$ cat config.mk
export PLATFORM = sky130hd
export DESIGN_NAME = serial_subtractor_8bits
export DESIGN_NICKNAME = d
export VERILOG_FILES = /design/src/rtl/arith_pkg.sv /design/src/rtl/full_adder.sv /design/src/rtl/serial_subtractor_8bits.sv
export SDC_FILE = /design/constraint.sdc
export NUM_CORES = 1
export LEC_CHECK = 0
export ABC_AREA = 1
export CAP_MARGIN = 15
export CORE_MARGIN = 4
export CORE_UTILIZATION = 59
export DETAILED_ROUTE_END_ITERATION = 10
export DONT_BUFFER_PORTS = 1
export PLACE_DENSITY = 0.79
export SETUP_SLACK_MARGIN = 0.5
export SYNTH_ARGS = -nofsm -noshare
export SYNTH_HDL_FRONTEND = slang
export SYNTH_SLANG_ARGS = --single-unit
$ cat constraint.sdc
create_clock -name clk -period 2.7 [get_ports clk]
set_input_delay 0.27 -clock clk [delete_from_list [all_inputs] [get_ports clk]]
set_output_delay 0.27 -clock clk [all_outputs]
set_load 0.05 [all_outputs]
$ cat src/rtl/arith_pkg.sv
// Shared arithmetic package: default datapath width, serial-subtractor state
// encoding and the bit-counter width helper.
package arith_pkg;

  localparam int unsigned ARITH_WIDTH = 8;

  typedef enum logic {
    IDLE = 1'b0,
    RUN  = 1'b1
  } sub_state_t;

  // Counter spans 0..width-1; never narrower than one bit.
  function automatic int unsigned cnt_width(input int unsigned width);
    return (width > 1) ? $clog2(width) : 1;
  endfunction

endpackage

$ cat src/rtl/full_adder.sv
// Single-bit full adder cell shared by the parallel adder and serial subtractor.
module full_adder (
  input  logic A,
  input  logic B,
  input  logic C_in,
  output logic Sum,
  output logic C_out
);

  assign Sum   = A ^ B ^ C_in;
  assign C_out = (A & B) | (A & C_in) | (B & C_in);

endmodule

$ cat src/rtl/serial_subtractor_8bits.sv
// Bit-serial two's-complement subtractor: minuend - subtrahend, LSB first,
// one full_adder cell with inverted B and fed-back carry.
// Optional SUB_OVERFLOW_EN adds a registered signed-overflow output.
module serial_subtractor_8bits
  import arith_pkg::*;
#(
  parameter int unsigned WIDTH = ARITH_WIDTH
) (
  input  logic             clk,
  input  logic             rst_n,
  input  logic             start,
  input  logic [WIDTH-1:0] minuend,
  input  logic [WIDTH-1:0] subtrahend,
  output logic [WIDTH-1:0] difference,
  output logic             borrow_out,
  output logic             busy,
  output logic             done
`ifdef SUB_OVERFLOW_EN
  ,
  output logic             overflow
`endif
);

  localparam int unsigned CNT_W = cnt_width(WIDTH);
  localparam int unsigned RES_W = WIDTH - 1;

  sub_state_t       state;
  sub_state_t       state_next;
  logic             accept;
  logic             finish;

  logic [WIDTH-1:0] a_sr;
  logic [WIDTH-1:0] b_sr;
  logic [RES_W-1:0] res_sr;
  logic             carry;
  logic [CNT_W-1:0] cnt;

  logic             fa_sum;
  logic             fa_cout;

`ifdef SUB_OVERFLOW_EN
  logic             a_msb;
  logic             b_msb;
`endif

  // The one adder cell; B arrives already inverted from the shift register.
  full_adder u_fa (
    .A     (a_sr[0]),
    .B     (b_sr[0]),
    .C_in  (carry),
    .Sum   (fa_sum),
    .C_out (fa_cout)
  );

  // State register.
  always_ff @(posedge clk or negedge rst_n) begin
    if (!rst_n) begin
      state <= IDLE;
    end else begin
      state <= state_next;
    end
  end

  // Next-state decode; start is only honoured from IDLE.
  always_comb begin
    state_next = state;
    accept     = 1'b0;
    finish     = 1'b0;
    unique case (state)
      IDLE: begin
        if (start) begin
          accept     = 1'b1;
          state_next = RUN;
        end
      end
      RUN: begin
        if (cnt == CNT_W'(WIDTH - 1)) begin
          finish     = 1'b1;
          state_next = IDLE;
        end
      end
      default: state_next = IDLE;
    endcase
  end

  assign busy = (state == RUN);

  // Operand capture and per-bit shift datapath.
  always_ff @(posedge clk or negedge rst_n) begin
    if (!rst_n) begin
      a_sr   <= '0;
      b_sr   <= '0;
      res_sr <= '0;
      carry  <= 1'b0;
      cnt    <= '0;
    end else if (accept) begin
      a_sr   <= minuend;
      b_sr   <= ~subtrahend;
      res_sr <= '0;
      carry  <= 1'b1;
      cnt    <= '0;
    end else if (state == RUN) begin
      a_sr   <= a_sr >> 1;
      b_sr   <= b_sr >> 1;
      res_sr <= RES_W'({fa_sum, res_sr} >> 1);
      carry  <= fa_cout;
      cnt    <= cnt + CNT_W'(1);
    end
  end

  // Result registers only move on the completion edge.
  always_ff @(posedge clk or negedge rst_n) begin
    if (!rst_n) begin
      difference <= '0;
      borrow_out <= 1'b0;
      done       <= 1'b0;
    end else begin
      done <= finish;
      if (finish) begin
        difference <= {fa_sum, res_sr};
        borrow_out <= ~fa_cout;
      end
    end
  end

`ifdef SUB_OVERFLOW_EN
  // Original operand MSBs, kept because the shift registers lose them.
  always_ff @(posedge clk or negedge rst_n) begin
    if (!rst_n) begin
      a_msb    <= 1'b0;
      b_msb    <= 1'b0;
      overflow <= 1'b0;
    end else begin
      if (accept) begin
        a_msb <= minuend[WIDTH-1];
        b_msb <= subtrahend[WIDTH-1];
      end
      if (finish) begin
        overflow <= (a_msb != b_msb) && (fa_sum != a_msb);
      end
    end
  end
`endif

endmodule

==> flow_metrics.env <==
export IMPL_p_total_mw=1.971
export IMPL_worst_r2r_endpoint="busy"
export IMPL_first_pass_iters=4
export IMPL_drc=0
export IMPL_port_buffer_count=0
export IMPL_min_period_ns=1.782
export IMPL_max_cap_violations=0
export IMPL_path_class="reg -> reg"
export IMPL_routed_wl_um=2710
export IMPL_antenna_violating_nets_post_route=0
export IMPL_die_w_um=59.69
export IMPL_die_h_um=59.69
export IMPL_reg2reg_from="busy"
export IMPL_hold_viol=0
export IMPL_synth_top_area_cell="dfrtp_1"
export IMPL_status="finished, final reports clean"
export IMPL_grt_pass1_wl_um=4664
export IMPL_dp_worst_setup_slack_ns=0.9653
export IMPL_cts_sinks=38
export IMPL_multi_input_area_um2=544.3
export IMPL_core_area_um2=2522
export IMPL_wl_per_cell_um=13.35
export IMPL_leakagePower_nw=0.8285
export IMPL_final_cell_mix="65 x nand2_1, 38 x dfrtp_1, 22 x nand3_1"
export IMPL_layout_commonest_cell="nand2_1"
export IMPL_n_fill_cell=215
export IMPL_post_cts_buffers=0
export IMPL_max_freq_ghz=0.5613
export IMPL_seq_area_frac_synth_pct=60.32
export IMPL_vias=1121
export IMPL_worstSetupEndpointType="flip-flop"
export IMPL_synth_area_um2=1577
export IMPL_drive_above_1_share_pct=6.358
export IMPL_hold_path_depth=1
export IMPL_htree_levels=2
export IMPL_max_stage_delay_ns=0.81
export IMPL_fin_skew_ns=0.006351
export IMPL_arrival_ns=1.97
export IMPL_overflow=0
export IMPL_drv_slew=0
export IMPL_yosys_cell_types_count=15
export IMPL_numCtsBuffers=5
export IMPL_final_cells=203
export IMPL_syn_inst=171
export IMPL_tightest_slew_ns=0.6988
export IMPL_dp_cells=193
export IMPL_hpwl_um=1835
export IMPL_crit_start="busy"
export IMPL_hold_slack_ns=0.04479
export IMPL_crit_chain="nand2_1 > inv_1 > nor2_1"
export IMPL_yosys_warnings=0
export IMPL_start_util_pct=62.50
export IMPL_cp_start_kind="flip-flop"
export IMPL_clockRootBuffer="clkbuf_4"
export IMPL_path_clk_slew_ns=0.10
export IMPL_grt_max_degree=39
export IMPL_num_rows=18
export IMPL_syn_nets=193
export IMPL_netlist_area_leader_share_pct=60.32
export IMPL_required_ns=2.89
export IMPL_clock_latency_ns=0.33
export IMPL_grt_pass1_vias=1052
export IMPL_io_pins=30
export IMPL_regArea_um2=950.9
export IMPL_clk_path_buf_depth=2
export IMPL_n_antenna_cell=0
export IMPL_ys_top_cells_by_area="dfrtp_1 60%, nand2_1 15%, nand3_1 7.0%, o21ai_1 4.1%, nand3b_1 3.3%"
export IMPL_r2r_cells=3
export IMPL_crit_fanout=21
export IMPL_die_area_um2=3563
export IMPL_synth_seq_cells=38
export IMPL_timing_final_ws_setup_ns=0.9185
export IMPL_grt_usage_pct=17.83
export IMPL_slew_headroom_pct=53.41
export IMPL_p_per_area_nw_per_um2=1182
export IMPL_viasPerCell=5.522
export IMPL_fin_nets=194
export IMPL_syn2layout_area_growth_pct=5.794
export IMPL_cpMaxStageDelayCell="dfrtp_1"
export IMPL_gp_congestion=0.7395
export IMPL_peakVddDrop_mv=0.6981
export IMPL_rsz0062_at_grt="no"
export IMPL_cts_tree="done"
export IMPL_critPathCapture="busy"
export IMPL_syn_avg_cell_area_um2=9.219
export IMPL_setup_violations=0
export IMPL_tns_ns=0
export IMPL_r2r_slack_ns=0.92
export IMPL_drtIter0Drc=36
export IMPL_min_period_over_period_pct=65.98
export IMPL_min_path_type="in -> reg"
export IMPL_grt_antenna_before_repair=0
[worst max-delay path, delay by kind of cell, from the launching register on]
kind,cells,cell delay [ns]
AND/OR/NAND/NOR,2,0.57
flip-flops,1,0.81
buffers and inverters,1,0.27
[power breakdown]
part           switching (mW)  internal [mW]
Combinational           0.311          0.183
Clock                   0.170          0.126
Sequential              0.388          0.793
[cells in the mapped netlist]
cell      count
a21boi_0      1
buf_1         1
buf_2         8
dfrtp_1      38
fa_1          1
ha_1          2
inv_1         9
inv_2         1
nand2_1      65
nand3_1      22
nand3b_1      7
nor2_1        1
nor2_4        1
o21ai_0       1
o21ai_1      13
[how the worst min path moves through the flow]
stage,start,to,slack (ns)
after floorplan,rst_n,a_sr[0],-0.03
after global placement,rst_n,difference[2],-0.02
after detailed placement,rst_n,difference[2],-0.02
after CTS,subtrahend[7],b_sr[7],0.03
after global routing,subtrahend[7],b_sr[7],0.02
final,subtrahend[7],b_sr[7],0.04
[through the flow]
stage | util, % | instance area (µm²)
2_1_floorplan | - | 1577
3_3_place_gp | 62.55 | 1578
3_5_place_dp | 62.55 | 1578
4_1_cts | 66.12 | 1668
5_1_grt | 66.12 | 1668
6_report | 66.12 | 1668
[kinds of logic after synthesis]
family                   share of synthesized area, %
AND/OR/NAND/NOR                                 26.75
buffers and inverters                           5.158
adder cells (fa/ha/maj)                         2.857
AO/OA/AOI/OAI                                   4.920
flip-flops                                      60.32
[timing repair]
item,in CTS,in global routing
hold buffers,2,0
endpoints found under the hold margin,38,0
resized for setup,0,0
[area by class of cell]
class	instances	area share, %
flip-flops and latches	38	57.01
clock inverters	1	0.3001
multi-input cells	114	32.63
clock buffers	7	3.301
inverters	10	2.251
well taps	30	2.251
repair buffers	3	2.251
[metal layers]
layer  share of wire (%)  global-route usage [%]  routed length, µm  vias up
li1                    -                       -                  -      545
met1                  42                   22.96               1132      534
met2                  50                   28.40               1361       35
met3                 6.1                   4.752                166        7
met4                 1.8                   7.595                 50        0
met5                   0                       0                  0        -
[state kept, by name, summed over array words and instances, names as in the netlist]
name and cells:
a_sr 8, b_sr 8, borrow_out 1, busy 1, carry 1, cnt 3, difference 8, done 1
res_sr 7
Note: power is estimated with default switching activity, not from simulation.
==> patch 1: new RTL, same settings <==
The package constant `ARITH_WIDTH` goes from 8 to 10.
--- a/src/rtl/arith_pkg.sv
+++ b/src/rtl/arith_pkg.sv
@@ -2,7 +2,7 @@
 // encoding and the bit-counter width helper.
 package arith_pkg;
 
-  localparam int unsigned ARITH_WIDTH = 8;
+  localparam int unsigned ARITH_WIDTH = 10;
 
   typedef enum logic {
     IDLE = 1'b0,
Interface: changed (resized difference, minuend and subtrahend); port bits go from 30 to 36. The function was not compared with the original's and may differ.
==> patch 1 against the unedited design <==
- routed wire length up 32%
- design area up 30%
- hold slack worse by 0.022 ns
- sequential cell count up 9
- global-route usage up 0.47 points
- total power up 23%
- worst setup slack better by 0.22 ns
- area after synthesis up 30%
- critical path type is now flop to output port
==> patch 1: results (changes against the unedited design) <==
port_buffers: 0  # unchanged
synthTopCellsByCount: "nand2_1 (90), dfrtp_1 (47), nand3_1 (29), inv_1 (26), o22ai_1 (9)"
hp-start: "minuend[9]"
grt_max_degree: 48  # +23%
grt_pass1_wl_mm: 5.99  # +28%
synth.area.top_cells: "dfrtp_1 (57%), nand2_1 (17%), nand3_1 (7.1%), inv_1 (4.8%), buf_6 (2.8%)"
worstPathArrival_ns: 1.29  # -0.68 ns
firstDrtPassIters: 4  # unchanged
clk_latency_ns: 0.35  # +0.02 ns
syn-num-nets: 257  # +33%
ys_warn_count: 0  # unchanged
met3_length_um: 176  # +6.0%
top_regs: "a_sr: 10 flops, b_sr: 10 flops, difference: 10 flops"
dp.final_hpwl_mm: 2.39  # +30%
crit_type: "flop to output port"
numClockSinks: 47  # +24%
grt_pass1_vias: 1370  # +30%
p_leak_uw: 0.00116  # +39%
holdCritPathClass: "input pin to flop"
gp_congestion: 0.779  # +5.4%
yosysUniqueCellTypes: 21  # +6
dpl_cell_area_um2: 2030  # +28%
clkSlewWorstSetupHoldPaths_ns: 0.13  # +0.03 ns
via_per_inst: 5.11  # -7.4%
power.density_nw_per_um2: 1120  # -5.3%
tightest_slew_ns: 0.538  # -0.161 ns
max_freq_ghz: 0.641  # +14%
ys_seq_area_frac: 0.575  # -0.0286
cp_max_fo: 17  # -19%
cts_root_buf: "clkbuf_4"
drt_iter0_markers: 73  # +100%
cts_htree_levels: 2  # unchanged
wl_met2_mm: 1.79  # +31%
p_switching_uw: 1020  # +18%
drive_gt1_frac: 0.0769  # +0.0133
fin_skew_ns: 0.00878  # +0.00242 ns
worst_path_largest_cell_delay_ns: 0.55  # -0.26 ns
ir_worst_vdd_uv: 535  # -23%
outcome: "finished, final reports clean"
track_usage: 0.183  # +0.00467
post-place-ws_ns: 1.21  # +0.243 ns
wl_mm: 3.59  # +32%
drt-met1-wl_mm: 1.59  # +40%
fill_cells: 307  # +43%
patch 1: per-stage QoR:
step	hold WS, ns	power, uW	instances
2_1_floorplan	-0.0256	1900	231
3_5_place_dp	-0.0244	2000	268
3_3_place_gp	-0.0241	1970	268
6_report	0.0229	2430	280
5_1_grt	0.00562	2610	280
4_1_cts	0.00790	2450	278
patch 1: routing by layer:
layer  GRT usage  vias up
li1            -      720
met1       0.222      668
met2       0.303       40
met3      0.0624        4
met4      0.0608        0
met5           0        -
patch 1: path summary, 6_finish.rpt:
kind / to / depth (start not counted)
min in group asynchronous: difference[6]$_DFFE_PN0P_ / 2
max in group asynchronous: done$_DFF_PN0_ / 2
hold / removal: a_sr[9]$_DFFE_PN0P_ / 2
setup / recovery: busy / 1
setup reg to reg: a_sr[7]$_DFFE_PN0P_ / 6
hold reg to reg: a_sr[9]$_DFFE_PN0P_ / 2
patch 1: logic make-up after synthesis:
family / after synthesis / share of synthesized area
flip-flops: 47 / 0.575
adder cells (fa/ha/maj): 3 / 0.0220
AO/OA/AOI/OAI: 15 / 0.0434
AND/OR/NAND/NOR: 126 / 0.260
buffers and inverters: 40 / 0.0996
patch 1: final cells by class:
class | instances | area, um^2 | area share
multi-input combinational | 144 | 667 | 0.307
clock inverter | 2 | 35.0 | 0.0161
tap | 46 | 57.6 | 0.0265
clock buffer | 6 | 51.3 | 0.0236
inverter | 30 | 118 | 0.0542
timing repair buffer | 5 | 65.1 | 0.0300
sequential | 47 | 1180 | 0.542
patch 1: power groups by stage:
stage                     combinational, uW  clock (uW)  sequential, uW
after floorplan                         541           0            1360
after global placement                  590           0            1380
after detailed placement                603           0            1400
after CTS                               625         442            1380
after global routing                    720         481            1410
final                                   619         432            1380
patch 1: timing repair:
item,CTS,global route
hold endpoints to repair,47,2
hold buffers,2,2
setup buffers,0,0
==> patch 2: new RTL, config.mk and constraints unchanged <==
Without the edit above. Put one more register stage on the output `difference`, with the module's reset. The value now appears one clock later. The other outputs are not delayed to match.
--- a/src/rtl/serial_subtractor_8bits.sv
+++ b/src/rtl/serial_subtractor_8bits.sv
@@ -23,6 +23,8 @@
 
   localparam int unsigned CNT_W = cnt_width(WIDTH);
   localparam int unsigned RES_W = WIDTH - 1;
+
+  logic [WIDTH-1:0] difference_s0;
 
   sub_state_t       state;
   sub_state_t       state_next;
@@ -111,13 +113,13 @@
   // Result registers only move on the completion edge.
   always_ff @(posedge clk or negedge rst_n) begin
     if (!rst_n) begin
-      difference <= '0;
+      difference_s0 <= '0;
       borrow_out <= 1'b0;
       done       <= 1'b0;
     end else begin
       done <= finish;
       if (finish) begin
-        difference <= {fa_sum, res_sr};
+        difference_s0 <= {fa_sum, res_sr};
         borrow_out <= ~fa_cout;
       end
     end
@@ -142,5 +144,13 @@
   end
 `endif
 
+  always_ff @(posedge clk or negedge rst_n) begin
+    if (!rst_n) begin
+      difference <= '0;
+    end else begin
+      difference <= difference_s0;
+    end
+  end
+
 endmodule
 
Behaviour: not the same (Yosys sat finds a counterexample within 10 cycles, from zero or initial values and one cycle with rst_n low).
==> patch 2 against the unedited design <==
- clock power grew 36%
- synthesized cell count increased by 4.1%
- count of clock-buffer cells in the layout did not move
- sequential cell count is 8 higher
- utilization rose by 0.82 points
- area after synthesis up 17%
- die area is 14% higher
- design area up 15%
- worst setup slack worse by 0.070 ns
- global-route usage shrank 1.3 points
- routed wire length increased by 7.6%
- total power rose by 15%
==> patch 2: results (changes against the unedited design) <==
num_vias: 1172  # +4.5%
drt-met1-wl_mm: 1.25  # +10%
dp.final_hpwl_mm: 1.95  # +6.3%
synthAdderAreaFrac: 0.0245  # -0.00408
hp-start: "start"
synthTopCellsByCount: "nand2_1 (61), dfrtp_1 (46), nand3_1 (22), inv_1 (10)"
synth.area.top_cells: "dfrtp_1 (63%), nand2_1 (12%), nand3_1 (6.0%), buf_6 (4.3%), nand3b_1 (2.9%)"
fin_skew_ns: 0.0119  # +0.00559 ns
regArea_um2: 1150  # +21%
rr_startpoint: "busy$_DFF_PN0_"
drt_iter0_markers: 80  # +120%
crit_type: "flop to output port"
clkSlewWorstSetupHoldPaths_ns: 0.13  # +0.03 ns
synth_compound_area_frac: 0.0517  # +0.00249
ir_worst_vdd_uv: 590  # -16%
cts_htree_levels: 2  # unchanged
track_usage: 0.165  # -0.0132
post_cts_buffers: 0  # unchanged
clk_latency_ns: 0.35  # +0.02 ns
wl_met2_mm: 1.45  # +6.7%
max_slew_margin: 0.450  # -0.0836
met3_length_um: 165  # -0.60%
fill_cells: 226  # +5.1%
syn-num-nets: 200  # +3.6%
drt-wirelength-per-cell_um: 13.1  # -2.1%
grt_pass1_wl_mm: 5.20  # +12%
gp_congestion: 0.695  # -6.0%
outcome: "finished, final reports clean"
critPathTopFamily: "flip-flops"
cts-hold-fix-buffers: 3  # +1
yosysUniqueCellTypes: 16  # +1
grt_max_degree: 47  # +21%
worst_path_largest_cell_delay_ns: 0.90  # +0.09 ns
p_leak_uw: 0.000950  # +15%
post-place-ws_ns: 0.908  # -0.0577 ns
worstPathArrival_ns: 1.58  # -0.39 ns
drive_gt1_frac: 0.0663  # +0.00271
grt_pass1_vias: 1196  # +14%
ys_seq_area_frac: 0.626  # +0.0227
patch 2: cell types whose count changed in the layout (fill, tap and decap cells not counted), sizes merged:
cell         before  now
dfrtp            38   46
o21ai            14   16
nand2            65   61
inv              10   11
clkinv            1    0
dlygate4sd3       1    2
bufinv            0    1
patch 2: power by group:
part	total (uW)	leakage, uW	switching [uW]	internal [uW]
sequential	1360	0.000595	397	959
clock	403	0.0000395	207	197
combinational	500	0.000315	312	188
patch 2: worst paths after layout:
kind	depth (start not counted)	endpoint	slack [ns]
worst max-delay path	1	busy	0.85
worst min-delay path	2	b_sr[7]$_DFFE_PN0P_	0.04
worst max register to register	4	difference_s0[0]$_DFFE_PN0P_	0.87
worst min register to register	0	difference[5]$_DFF_PN0_	0.39
max in group asynchronous	2	res_sr[6]$_DFFE_PN0P_	2.12
min in group asynchronous	2	difference[7]$_DFF_PN0_	0.37
patch 2: final cells by class:
cell class / instances / area share
Sequential cell: 46 / 0.598
Multi-Input combinational cell: 112 / 0.288
Tap cell: 42 / 0.0273
Timing Repair Buffer: 4 / 0.0247
Clock buffer: 7 / 0.0234
Inverter: 11 / 0.0227
Clock inverter: 1 / 0.0156
patch 2: metal layers:
| layer | global-route usage | vias to the layer above |
|---|---|---|
| met3 | 0.0490 | 7 |
| met1 | 0.208 | 560 |
| met2 | 0.261 | 33 |
| met5 | 0 | - |
| li1 | - | 572 |
| met4 | 0.0809 | 0 |
patch 2: kinds of logic after synthesis:
group,Yosys count
buffers and inverters,20
adders and majority gates,3
AOI/OAI and AO/OA,17
and+or+nand+nor,92
DFF,46
patch 2: stage by stage:
| step | power (uW) | utilization | cell area, um^2 | hold WS [ns] | instances |
|---|---|---|---|---|---|
| detailed placement | 1860 | 0.629 | 1810 | -0.0245 | 212 |
| CTS | 2270 | 0.669 | 1930 | 0.0416 | 223 |
| global placement | 1820 | 0.629 | 1810 | -0.0244 | 212 |
| floorplan | 1790 | - | 1840 | -0.0256 | 178 |
| global route | 2420 | 0.669 | 1930 | 0.0466 | 223 |
| finish | 2260 | 0.669 | 1930 | 0.0417 | 223 |
